## src/rtl/spot_gen_pkg.sv

```systemverilog
// Shared constants and helpers for the multi-channel spot generator.
// Channel count is bounded by MAX_SPOTS; the priority encoder is sized for that bound.
package spot_gen_pkg;

  localparam int MAX_SPOTS      = 8;
  localparam int MAX_IDX_BITS   = 3;
  localparam int DEF_H_BITWIDTH = 9;
  localparam int DEF_V_BITWIDTH = 9;

  // Lowest-numbered set bit wins; an all-zero vector encodes as 0.
  function automatic logic [MAX_IDX_BITS-1:0] prio_enc(input logic [MAX_SPOTS-1:0] v);
    logic [MAX_IDX_BITS-1:0] idx;
    idx = '0;
    for (int i = MAX_SPOTS-1; i >= 0; i--)
      if (v[i]) idx = MAX_IDX_BITS'(i);
    return idx;
  endfunction

endpackage

```

## src/rtl/spot_window_cmp.sv

```systemverilog
// One spot channel: per-frame shadowed geometry and the registered window compare.
// The window is open on both edges, so a width or height of 0 or 1 never shows.
module spot_window_cmp
  import spot_gen_pkg::*;
#(
  parameter int H_BITWIDTH = DEF_H_BITWIDTH,
  parameter int V_BITWIDTH = DEF_V_BITWIDTH
) (
  input  logic                  clk,
  input  logic                  reset,
  input  logic                  frame_start,
  input  logic [H_BITWIDTH-1:0] h_count,
  input  logic [V_BITWIDTH-1:0] v_count,
  input  logic [H_BITWIDTH-1:0] spot_x,
  input  logic [H_BITWIDTH-1:0] spot_w,
  input  logic [V_BITWIDTH-1:0] spot_y,
  input  logic [V_BITWIDTH-1:0] spot_h,
  input  logic                  en,
  output logic                  hit
);

  typedef struct packed {
    logic [H_BITWIDTH-1:0] x;
    logic [H_BITWIDTH-1:0] w;
    logic [V_BITWIDTH-1:0] y;
    logic [V_BITWIDTH-1:0] h;
  } geom_t;

  geom_t             shadow;
  logic [H_BITWIDTH:0] x_end;
  logic [V_BITWIDTH:0] y_end;
  logic              in_win;

  // One extra bit keeps the far edge from wrapping back onto the left of the screen.
  assign x_end  = {1'b0, shadow.x} + {1'b0, shadow.w};
  assign y_end  = {1'b0, shadow.y} + {1'b0, shadow.h};
  assign in_win = (shadow.x < h_count) && ({1'b0, h_count} < x_end) &&
                  (shadow.y < v_count) && ({1'b0, v_count} < y_end);

  always_ff @(posedge clk or negedge reset) begin
    if (!reset)           shadow <= '0;
    else if (frame_start) shadow <= '{x: spot_x, w: spot_w, y: spot_y, h: spot_h};
  end

  always_ff @(posedge clk or negedge reset) begin
    if (!reset) hit <= 1'b0;
    else        hit <= en & in_win;
  end

endmodule

```

## src/rtl/spot_generator_array.sv

```systemverilog
// Multi-channel rectangular spot generator: per-channel window compare, registered
// video/priority outputs, and per-frame collision flags for the ball-bounce logic.
module spot_generator_array
  import spot_gen_pkg::*;
#(
  parameter int NUM_SPOTS  = 4,
  parameter int H_BITWIDTH = DEF_H_BITWIDTH,
  parameter int V_BITWIDTH = DEF_V_BITWIDTH,
  parameter int IDX_BITS   = (NUM_SPOTS > 1) ? $clog2(NUM_SPOTS) : 1
) (
  input  logic                            clk,
  input  logic                            reset,
  input  logic                            frame_start,
  input  logic [H_BITWIDTH-1:0]           h_count,
  input  logic [V_BITWIDTH-1:0]           v_count,
  input  logic [NUM_SPOTS*H_BITWIDTH-1:0] spot_x,
  input  logic [NUM_SPOTS*H_BITWIDTH-1:0] spot_w,
  input  logic [NUM_SPOTS*V_BITWIDTH-1:0] spot_y,
  input  logic [NUM_SPOTS*V_BITWIDTH-1:0] spot_h,
  input  logic [NUM_SPOTS-1:0]            spot_en,
  input  logic                            out_en,
  output logic [NUM_SPOTS-1:0]            spot_out,
  output logic                            video_out,
  output logic [IDX_BITS-1:0]             active_idx,
  output logic [NUM_SPOTS-1:0]            collision
);

  logic [NUM_SPOTS-1:0] hit;
  logic [NUM_SPOTS-1:0] overlap;
  logic [NUM_SPOTS-1:0] sticky;

  for (genvar i = 0; i < NUM_SPOTS; i++) begin : g_spot
    spot_window_cmp #(
      .H_BITWIDTH(H_BITWIDTH),
      .V_BITWIDTH(V_BITWIDTH)
    ) u_cmp (
      .clk        (clk),
      .reset      (reset),
      .frame_start(frame_start),
      .h_count    (h_count),
      .v_count    (v_count),
      .spot_x     (spot_x[i*H_BITWIDTH +: H_BITWIDTH]),
      .spot_w     (spot_w[i*H_BITWIDTH +: H_BITWIDTH]),
      .spot_y     (spot_y[i*V_BITWIDTH +: V_BITWIDTH]),
      .spot_h     (spot_h[i*V_BITWIDTH +: V_BITWIDTH]),
      .en         (spot_en[i] & out_en),
      .hit        (hit[i])
    );
    // A channel overlaps only when some other channel is lit on the same pixel.
    assign overlap[i] = hit[i] & (|(hit & ~(NUM_SPOTS'(1) << i)));
  end

  always_ff @(posedge clk or negedge reset) begin
    if (!reset) begin
      spot_out   <= '0;
      video_out  <= 1'b0;
      active_idx <= '0;
    end else begin
      spot_out   <= hit;
      video_out  <= |hit;
      active_idx <= IDX_BITS'(prio_enc(MAX_SPOTS'(hit)));
    end
  end

  // An overlap seen on the frame_start cycle still belongs to the frame that is ending.
  always_ff @(posedge clk or negedge reset) begin
    if (!reset) begin
      sticky    <= '0;
      collision <= '0;
    end else if (frame_start) begin
      collision <= sticky | overlap;
      sticky    <= '0;
    end else begin
      sticky    <= sticky | overlap;
    end
  end

endmodule

```

## config.mk

```make
export PLATFORM = sky130hd
export DESIGN_NAME = spot_generator_array
export DESIGN_NICKNAME = d
export VERILOG_FILES = /design/src/rtl/spot_gen_pkg.sv /design/src/rtl/spot_window_cmp.sv /design/src/rtl/spot_generator_array.sv
export SDC_FILE = /design/constraint.sdc
export NUM_CORES = 1
export LEC_CHECK = 0
export CAP_MARGIN = 10
export CELL_PAD_IN_SITES_DETAIL_PLACEMENT = 1
export CELL_PAD_IN_SITES_GLOBAL_PLACEMENT = 2
export CORE_MARGIN = 8
export CORE_UTILIZATION = 32
export CTS_BUF_LIST = sky130_fd_sc_hd__clkbuf_4 sky130_fd_sc_hd__clkbuf_8 sky130_fd_sc_hd__clkbuf_16
export CTS_CLUSTER_DIAMETER = 50
export DETAILED_ROUTE_END_ITERATION = 16
export HOLD_SLACK_MARGIN = 0.06
export PLACE_DENSITY_LB_ADDON = 0.1
export REMOVE_ABC_BUFFERS = 1
export SYNTH_ARGS = -nofsm -noshare
export SYNTH_HDL_FRONTEND = slang
export SYNTH_SLANG_ARGS = --single-unit
```

## constraint.sdc

```tcl
create_clock -name clk -period 2.8 [get_ports clk]
set_input_delay 0.7 -clock clk [delete_from_list [all_inputs] [get_ports clk]]
set_output_delay 0.7 -clock clk [all_outputs]
set_load 0.01 [all_outputs]
```

==> results.md <==
* Tcrit/Tclk final at 102.0%
* Setup violations, final at 3
* Nets at 1748
* Worst Clk Skew at 0.008133 ns
* Critical path endpoint category: register
* Sequential share of the synthesized area at 35.90%
* Mean post-synth cell area at 10.69 um2
* Layout cells sized above 1 at 27.13%
* Post-Place Setup Slack at -0.2446 ns
* Sw Share at 32.99%
* Tmin final at 2.855 ns
* Root Buffer: clkbuf_16
* Number of antenna diodes at 0
* Buffers added on ports at 180
* Vias in the first global route at 9987
* Final wirelength at 34680 um
* Final hold violations at 0
* CTS tree: yes
* First-pass GRT wire length at 55210 um
* Crit Reg-Reg Startpoint: g_spot[0].u_cmp.shadow[9]$_DFFE_PN0P_
* Commonest non-fill, non-tap cell in the layout: ha_1
* Largest net degree at the start of global routing at 50
* Layout area overhead at 38.69%
* CP max FO at 2
* Synth cell types at 51
* First-pass DRT Iterations at 4
* HPWL Detailed at 28360 um
* PwrDens at 569.7 nW/um2
* Drt drc at 0
* DIE AREA at 41790 um2
* Post-route cell area at 15760 um2
* Global Route Usage Sum at 16.98%
* Clk buf depth at 2
* Violated checks: setup timing
* Synthesized area at 11360 um2
* Top post-synthesis cells by area: dfrtp_1 (36%), ha_1 (22%), mux2_2 (13%)
* Starting DRT DRC Count at 193
* Via Count at 9127
* Chip width at 204.4 um
* Clock power share at 28.6%
* Multi-input gate area at 7435 um2
* GPL Wtd Cong at 0.8112
* Commonest cells after routing, fill and taps aside: ha_1 (184), clkdlybuf4s50_1 (178), dfrtp_1 (163), mux2_2 (128), buf_4 (122)
* Total core area at 35310 um2
* Ys Warns at 0
* Core Rows at 69
* Fin cells at 1843
* Worst EP required at 3.15 ns
* Post-synth EDFFs at 0
* Sequential cell area at 4079 um2
* Crit path launch type: register
* VDD IR max at 435.8 uV
* Area after DPL at 14540 um2
* Worst Path Arrival at 3.21 ns
* Chip Height at 204.4 um
* Min-delay worst type: in -> async
* Share of flip-flops with an asynchronous set or reset at 100.0%
* Clock Pin Slew Worst Setup and Hold Paths at 0.07 ns
* Final Worst Setup Slack at -0.05480 ns
* #FFs+latches synth at 163
* Worst skew pair latency at 0.44 ns
* Fmax at 0.3503 GHz
* Ys flop type: dfrtp_1
* Flop pwr share at 31.1%
* Vias per cell at 4.952
* P_sw at 2.962 mW
* CTS Buf Count at 17
* I/O pins at 181
* Initial antenna violation count at 1
* CTS sink count at 163
* # hold bufs at CTS at 0
* Post-Route Utilization at 44.62%
* Pins over their slew limit at 0
* H-Tree Depth at 4
* DR WL/cell at 18.81 um
* Part of the power in combinational logic at 40.3%
* Starting density of the core at 32.17%
* Synth area leader: dfrtp_1
* Pleak at 7.073 nW
* Outcome: finished, violations left
* DRT antenna net count at 0
* Yosys top cell area share at 35.90%
* FILL cells at 3851
* RSZ-0062 raised after global routing: yes
* Worst slew margin at 50.55%
* Gr ovfl total at 0
* Crit Path Category: reg -> reg
* Placed cells at 1793
* Max cap viols at 0
* CP Launch Point: g_spot[0].u_cmp.shadow[9]$_DFFE_PN0P_
* Internal power at 6.015 mW
* Syn Inst Count at 1063
* Worst-Margin Slew at 0.7231 ns
## registers in the layout, summed over array words and instances (netlist names)
register and cells:
g_spot.u_cmp.shadow 144, collision 4, g_spot.u_cmp.hit 4, spot_out 4, sticky 4, active_idx 2
video_out 1
## repair_timing
action | in CTS | in global routing
pin swaps | 39 | 52
resized for setup | 48 | 50
setup buffers | 13 | 7
setup endpoints to repair | 4 | 4
cloned | 0 | 0
## synth_stat cells, types with 20 or more instances
cell type / count
inv_1: 58
xor2_1: 32
a21oi_1: 72
o21ai_0: 36
dfrtp_1: 163
mux2_2: 128
ha_1: 200
nand2_1: 55
nand3_1: 20
o21ai_1: 34
nor2_1: 48
a21o_1: 21
nand2b_1: 22
## cell type report
type / count / area share (%)
Inverter: 58 / 1.382
Multi-Input combinational cell: 823 / 47.18
Tap cell: 461 / 3.661
Timing Repair Buffer: 307 / 17.90
Clock inverter: 12 / 1.151
Clock buffer: 19 / 2.835
Sequential cell: 163 / 25.89
## worst paths after layout
kind	end	slack, ns	depth (start not counted)
worst max-delay path	g_spot[0].u_cmp.hit$_DFF_PN0_	-0.05	16
worst min-delay path	g_spot[2].u_cmp.shadow[33]$_DFFE_PN0P_	0.19	1
worst max register to register	g_spot[0].u_cmp.hit$_DFF_PN0_	-0.05	16
worst min register to register	sticky[1]$_DFF_PN0_	0.49	2
max in group asynchronous	g_spot[0].u_cmp.shadow[3]$_DFFE_PN0P_	1.85	2
min in group clk	sticky[1]$_DFF_PN0_	0.49	2
## worst max-delay path, cell delays in order (launching register included)
cell and delay (ns):
dfrtp_1 0.39, ha_4 0.16, inv_2 0.04, fa_2 0.37
nor2b_2 0.13, o21ai_2 0.07, a21boi_1 0.14, o21a_1 0.15
nor2_1 0.05, xor2_1 0.15, ha_2 0.30, o21ai_2 0.12
nand2b_1 0.07, a21oi_1 0.15, a211oi_1 0.07, o211a_1 0.15
a311oi_2 0.25
## kinds of logic after synthesis
logic type | share of synthesized area [%]
DFF | 35.90
adders and majority gates | 23.44
buffers and inverters | 2.588
muxes | 12.69
and+or+nand+nor | 8.205
AOI/OAI and AO/OA | 13.25
xor gates and xnor gates | 3.932
## per-layer routing
layer	GRT usage (%)	part of all wire (%)	wire, um	vias to the layer above
met5	0	0.037	13	-
met4	3.214	0.87	300	2
met3	3.598	3.1	1081	17
met2	26.25	45	15610	106
met1	24.21	51	17670	4503
li1	-	-	-	4499
## stage by stage
step / power [mW] / hold WS [ns] / setup TNS [ns]
final: 8.977 / 0.1859 / -0.1024
after global routing: 9.650 / 0.2077 / -0.7294
after global placement: 5.968 / 0.4642 / -0.4330
after floorplan: 4.753 / 0.4044 / 0
after CTS: 8.961 / 0.1982 / -0.2584
after detailed placement: 6.045 / 0.4765 / -0.7500
## power by group through the flow
stage               clock network, mW  logic [mW]  registers [mW]
floorplan                           0        1.98            2.77
detailed placement                  0        3.21            2.84
global route                     2.75        4.07            2.83
finish                           2.57        3.61            2.79
CTS                              2.68        3.49            2.79
global placement                    0        3.14            2.83
No activity file was read; power rests on OpenSTA's default activity.
